==> config.mk <==
export PLATFORM = sky130hd
export DESIGN_NAME = branch_predictor
export DESIGN_NICKNAME = d
export VERILOG_FILES = /design/src/rtl/branch_predictor.sv
export SDC_FILE = /design/constraint.sdc
export NUM_CORES = 2
export LEC_CHECK = 0
export ABC_AREA = 1
export BUFFER_PORTS_ARGS = -buffer_cell sky130_fd_sc_hd__buf_2
export CAP_MARGIN = 20
export CORE_MARGIN = 5
export CORE_UTILIZATION = 53
export CTS_CLUSTER_SIZE = 40
export DETAILED_ROUTE_END_ITERATION = 8
export PLACE_DENSITY = 0.73
export SYNTH_ARGS = -nofsm -noshare
export SYNTH_HDL_FRONTEND = slang
export SYNTH_SLANG_ARGS = --single-unit
==> constraint.sdc <==
create_clock -name i_clk -period 7.2 [get_ports i_clk]
set_clock_uncertainty 0.05 [all_clocks]
set_input_delay 1.08 -clock i_clk [delete_from_list [all_inputs] [get_ports i_clk]]
set_output_delay 1.08 -clock i_clk [all_outputs]
set_load 0.02 [all_outputs]
==> src/rtl/branch_predictor.sv <==
// Direct-mapped BTB with 2-bit saturating counters. The lookup is combinational from the table.
// Training updates the table, and a mispredict raises a registered one-cycle redirect.
module branch_predictor #(
  parameter int unsigned IDX_BITS = 4
) (
  input  logic        i_clk,
  input  logic        i_rst_n,
  input  logic [31:0] i_fetch_pc,
  output logic        o_pred_taken,
  output logic [31:0] o_pred_target,
  input  logic        i_upd_valid,
  input  logic [31:0] i_upd_pc,
  input  logic        i_upd_is_branch,
  input  logic [31:0] i_upd_next_pc,
  input  logic        i_upd_pred_taken,
  input  logic [31:0] i_upd_pred_target,
  input  logic        i_flush,
  output logic        o_redirect_valid,
  output logic [31:0] o_redirect_pc
);
  localparam int unsigned ENTRIES = 1 << IDX_BITS;
  localparam int unsigned TAG_W   = 32 - IDX_BITS - 2;

  logic              r_valid  [ENTRIES];
  logic [TAG_W-1:0]  r_tag    [ENTRIES];
  logic [31:0]       r_target [ENTRIES];
  logic [1:0]        r_ctr    [ENTRIES];
  logic              r_redirect_valid;
  logic [31:0]       r_redirect_pc;

  logic [IDX_BITS-1:0] w_f_idx, w_u_idx;
  logic [TAG_W-1:0]    w_f_tag, w_u_tag;
  logic                w_f_hit, w_u_hit;
  logic [31:0]         w_u_pc_plus8;
  logic                w_taken;
  logic                w_mispred;
  logic [31:0]         w_redirect_pc;

  assign w_f_idx      = i_fetch_pc[IDX_BITS+1:2];
  assign w_f_tag      = i_fetch_pc[31:IDX_BITS+2];
  assign w_u_idx      = i_upd_pc[IDX_BITS+1:2];
  assign w_u_tag      = i_upd_pc[31:IDX_BITS+2];
  assign w_u_pc_plus8 = i_upd_pc + 32'd8;

  always_comb begin
    w_f_hit       = r_valid[w_f_idx] && (r_tag[w_f_idx] == w_f_tag);
    o_pred_taken  = w_f_hit && r_ctr[w_f_idx][1];
    o_pred_target = o_pred_taken ? r_target[w_f_idx] : '0;
  end

  // A non-branch that fetch predicted taken must resume sequentially, past the delay slot
  always_comb begin
    w_u_hit       = r_valid[w_u_idx] && (r_tag[w_u_idx] == w_u_tag);
    w_taken       = i_upd_is_branch && (i_upd_next_pc != w_u_pc_plus8);
    w_mispred     = 1'b0;
    w_redirect_pc = '0;
    if (i_upd_valid) begin
      if (i_upd_is_branch) begin
        if ((i_upd_pred_taken != w_taken) ||
            (w_taken && (i_upd_pred_target != i_upd_next_pc))) begin
          w_mispred     = 1'b1;
          w_redirect_pc = i_upd_next_pc;
        end
      end else if (i_upd_pred_taken) begin
        w_mispred     = 1'b1;
        w_redirect_pc = w_u_pc_plus8;
      end
    end
  end

  always_ff @(posedge i_clk) begin
    if (!i_rst_n) begin
      for (int unsigned i = 0; i < ENTRIES; i++) begin
        r_valid[i]  <= 1'b0;
        r_tag[i]    <= '0;
        r_target[i] <= '0;
        r_ctr[i]    <= '0;
      end
    end else if (i_flush) begin
      for (int unsigned i = 0; i < ENTRIES; i++) begin
        r_valid[i] <= 1'b0;
      end
    end else if (i_upd_valid) begin
      if (w_u_hit) begin
        if (!i_upd_is_branch) begin
          r_valid[w_u_idx] <= 1'b0;
        end else if (w_taken) begin
          if (r_ctr[w_u_idx] != 2'd3) r_ctr[w_u_idx] <= r_ctr[w_u_idx] + 2'd1;
          r_target[w_u_idx] <= i_upd_next_pc;
        end else begin
          if (r_ctr[w_u_idx] != 2'd0) r_ctr[w_u_idx] <= r_ctr[w_u_idx] - 2'd1;
        end
      end else if (w_taken) begin
        r_valid[w_u_idx]  <= 1'b1;
        r_tag[w_u_idx]    <= w_u_tag;
        r_target[w_u_idx] <= i_upd_next_pc;
        r_ctr[w_u_idx]    <= 2'd2;
      end
    end
  end

  always_ff @(posedge i_clk) begin
    if (!i_rst_n) begin
      r_redirect_valid <= 1'b0;
      r_redirect_pc    <= '0;
    end else begin
      r_redirect_valid <= w_mispred;
      r_redirect_pc    <= w_redirect_pc;
    end
  end

  assign o_redirect_valid = r_redirect_valid;
  assign o_redirect_pc    = r_redirect_pc;
endmodule
==> results.json <==
{
  "cts_tree": "built",
  "dp_hpwl_microns": 115000,
  "syn_area_sq_mm": 0.0529,
  "first_pass_iters": 8,
  "grtUsageTotal": 0.343,
  "crit_start": "i_fetch_pc[2]",
  "relSlewSlack": 0.224,
  "crit_type": "in -> out",
  "async_flop_share": 0,
  "drc_errors": 0,
  "areaGrowthSynthToFinish_pct": 9.84,
  "placed_area_sq_mm": 0.0547,
  "reg2regPathDepth": 17,
  "yosysSeqAreaShare": 0.564,
  "fin_crit_ns": 6.09,
  "max-clock-path-buffers": 3,
  "rsz0062_at_grt": "false",
  "antenna_found_initial": 3,
  "r2r-start": "r_tag[2][21]",
  "drive_above_1_share": 0.0944,
  "cts.sinks": 1009,
  "grt_pass1_wl_microns": 276000,
  "final_common_cell": "nand2_1",
  "slew_violations": 0,
  "multi_input_area_sq_mm": 0.0197,
  "critPathCaptureType": "output pin",
  "grt_util_met1": 0.462,
  "fin_area_sq_mm": 0.0581,
  "layout.nets": 6297,
  "power.total_uw": 14000,
  "clk_latency_ns": 0.73,
  "cts_setup_buffers": 0,
  "p_per_area_mw_per_mm2": 242,
  "die_x_microns": 326,
  "hold_buffers": 0,
  "synth_flop_cell": "edfxtp_1",
  "synth.distinct_cells": 46,
  "path_max_fanout": 95,
  "ir_worst_vdd_uv": 215,
  "post_cts_resized": 0,
  "clkTransAtPathRegs_ns": 0.06,
  "setup_viol": 0,
  "cp_num_cells": 18,
  "p_leak_uw": 0.0236,
  "top_usage_layer": "met2",
  "mostFrequentLayoutCells": "nand2_1 (1732), nor2_1 (1268), edfxtp_1 (967)",
  "synth_edf_count": 967,
  "syn-instance-count": 6186,
  "whs_path_depth": 2,
  "met2_usage": 0.519,
  "cp_num_buf_inv": 6,
  "first_global_vias": 44100,
  "max_stage_delay_ns": 0.46,
  "num_rows": 116,
  "fmax_mhz": 164,
  "die-area_sq_mm": 0.106,
  "stdcell_count": 7551,
  "cp_top_family": "buffers and inverters",
  "syn_area_per_cell_sq_um": 8.56,
  "status": "completed",
  "maxCapViolCount": 0,
  "vias_per_cell": 6.19,
  "crit_slowest_cell": "nand3b_1",
  "cp_cell_sequence": "buf_8 > inv_8 > buf_12 > a21oi_1 > o21ai_0 > nand3_1 > nand3_1 > nand2_1 > inv_1 > nand2_1 > o21ai_0 > nor2_1 > nand2_1 > nor2_1 > nand3b_1 > buf_4 > nor3_1 > buf_2",
  "hp-class": "reg -> reg",
  "place.port_buffers": 197,
  "dp_cells": 7354,
  "cts-root-buf": "clkbuf_16",
  "critPathRequiredTime_ns": 6.07,
  "synth-seq-cells": 1009,
  "postRouteAntennaNets": 0,
  "crit_top_cell": "nand2_1",
  "start_util": 0.532,
  "htreeDepth": 3,
  "hold_start": "r_valid[3]",
  "setup_tns_ns": 0,
  "hold_viol": 0,
  "syn_nets": 6321,
  "route.detailed.wl_per_inst_microns": 25.0,
  "register_area_sq_mm": 0.0299,
  "grt_use_met3": 0.100,
  "tightest_slew_ns": 1.15,
  "overflow": 0,
  "crit_arrival_ns": 4.96,
  "ys.warnings.count": 0,
  "fin_crit_sh": 0.846,
  "routed_wl_microns": 188000,
  "grt_max_degree": 212,
  "cp-start-kind": "primary input",
  "cts-buffers-inserted": 104,
  "drt-initial-drc-count": 7637,
  "core_sq_mm": 0.0996,
  "nFillCells": 8549,
  "vias": 46700,
  "io-pin-count": 200,
  "routabilityCongestion": 0.972,
  "die_h_microns": 326
}
## area by class of cell
class / instances / area share
inverter: 323 / 0.0213
antenna: 1 / 0.0000430
clock buffer: 125 / 0.0472
multi-input combinational: 4396 / 0.339
sequential: 1009 / 0.514
tap: 1298 / 0.0279
clock inverter: 71 / 0.0127
timing repair buffer: 328 / 0.0381
## synth_stat cells, types with 3 or more instances
library cell / number / area (sq um)
xor2_1: 17 / 149
or2_2: 6 / 37.5
o211ai_1: 71 / 533
inv_1: 257 / 965
o21ai_0: 302 / 1510
nand3_4: 17 / 298
a31oi_1: 5 / 31.3
inv_2: 15 / 56.3
buf_1: 24 / 90.1
clkinv_1: 49 / 184
o31ai_1: 32 / 240
buf_2: 146 / 731
a21oi_1: 375 / 1880
clkbuf_1: 231 / 867
o21ai_1: 39 / 195
nor3_1: 44 / 220
edfxtp_1: 967 / 29000
nand3b_1: 3 / 22.5
o2111ai_1: 5 / 43.8
buf_6: 17 / 191
dfxtp_1: 42 / 841
nand3_1: 206 / 1030
o22ai_1: 22 / 138
nor4_1: 5 / 31.3
a22oi_1: 16 / 120
nand2_2: 23 / 144
nor2_8: 3 / 60.1
nor2_4: 7 / 78.8
nor2_2: 9 / 56.3
buf_4: 39 / 293
nor2_1: 1272 / 4770
nand4_1: 8 / 50.1
nand2_1: 1748 / 6560
a221oi_1: 119 / 1040
nand2_4: 3 / 33.8
o221ai_1: 21 / 184
xnor2_1: 7 / 61.3
## metal layers
layer,vias to the layer above,part of all wire
met5,-,0.00015
met4,4,0.051
met3,530,0.15
met2,3503,0.44
met1,22000,0.36
li1,20700,-
## through the flow
stage / hold WS (ns) / setup WS [ns] / util
6_report: 0.462 / 1.11 / 0.584
5_1_grt: 0.486 / 0.895 / 0.584
4_1_cts: 0.458 / 1.28 / 0.584
3_5_place_dp: 0.449 / 1.27 / 0.549
3_3_place_gp: 0.439 / 1.38 / 0.549
2_1_floorplan: 0.420 / 2.67 / -
## state kept, by name, summed over array words and instances (netlist names)
name,cells
r_tag,416
r_ctr,32
o_redirect_pc,32
o_redirect_valid,1
r_valid,16
r_target,512
## final timing paths
path                  endpoint  slack [ns]
max          o_pred_target[26]        1.11
min                 r_valid[3]        0.46
max reg2reg        r_tag[0][7]        3.02
min reg2reg         r_valid[3]        0.46
## worst register-to-register path: cells and delay by family, from the launching register on
family	cells	cell delay [ns]
buffers and inverters	2	0.72
flip-flops	1	0.41
AND/OR/NAND/NOR	15	2.69
## logic make-up (layout without fill, tap and decap cells)
group,after synthesis,count (layout),share of synthesized area
compound gates,1010,1010,0.112
xor+xnor,26,26,0.00482
fa+ha+maj,1,1,0.000236
buf+inv,781,847,0.0644
flops,1009,1009,0.564
other cells,0,1,0
simple gates,3359,3359,0.254
## report_power, final
| part | leakage [uW] | internal, uW | switching, uW | total, uW |
|---|---|---|---|---|
| combinational | 0.0124 | 413 | 1270 | 1680 |
| clock | 0.00169 | 3160 | 2390 | 5550 |
| sequential | 0.00956 | 6710 | 105 | 6820 |
Power figures use the tool's default switching activity.
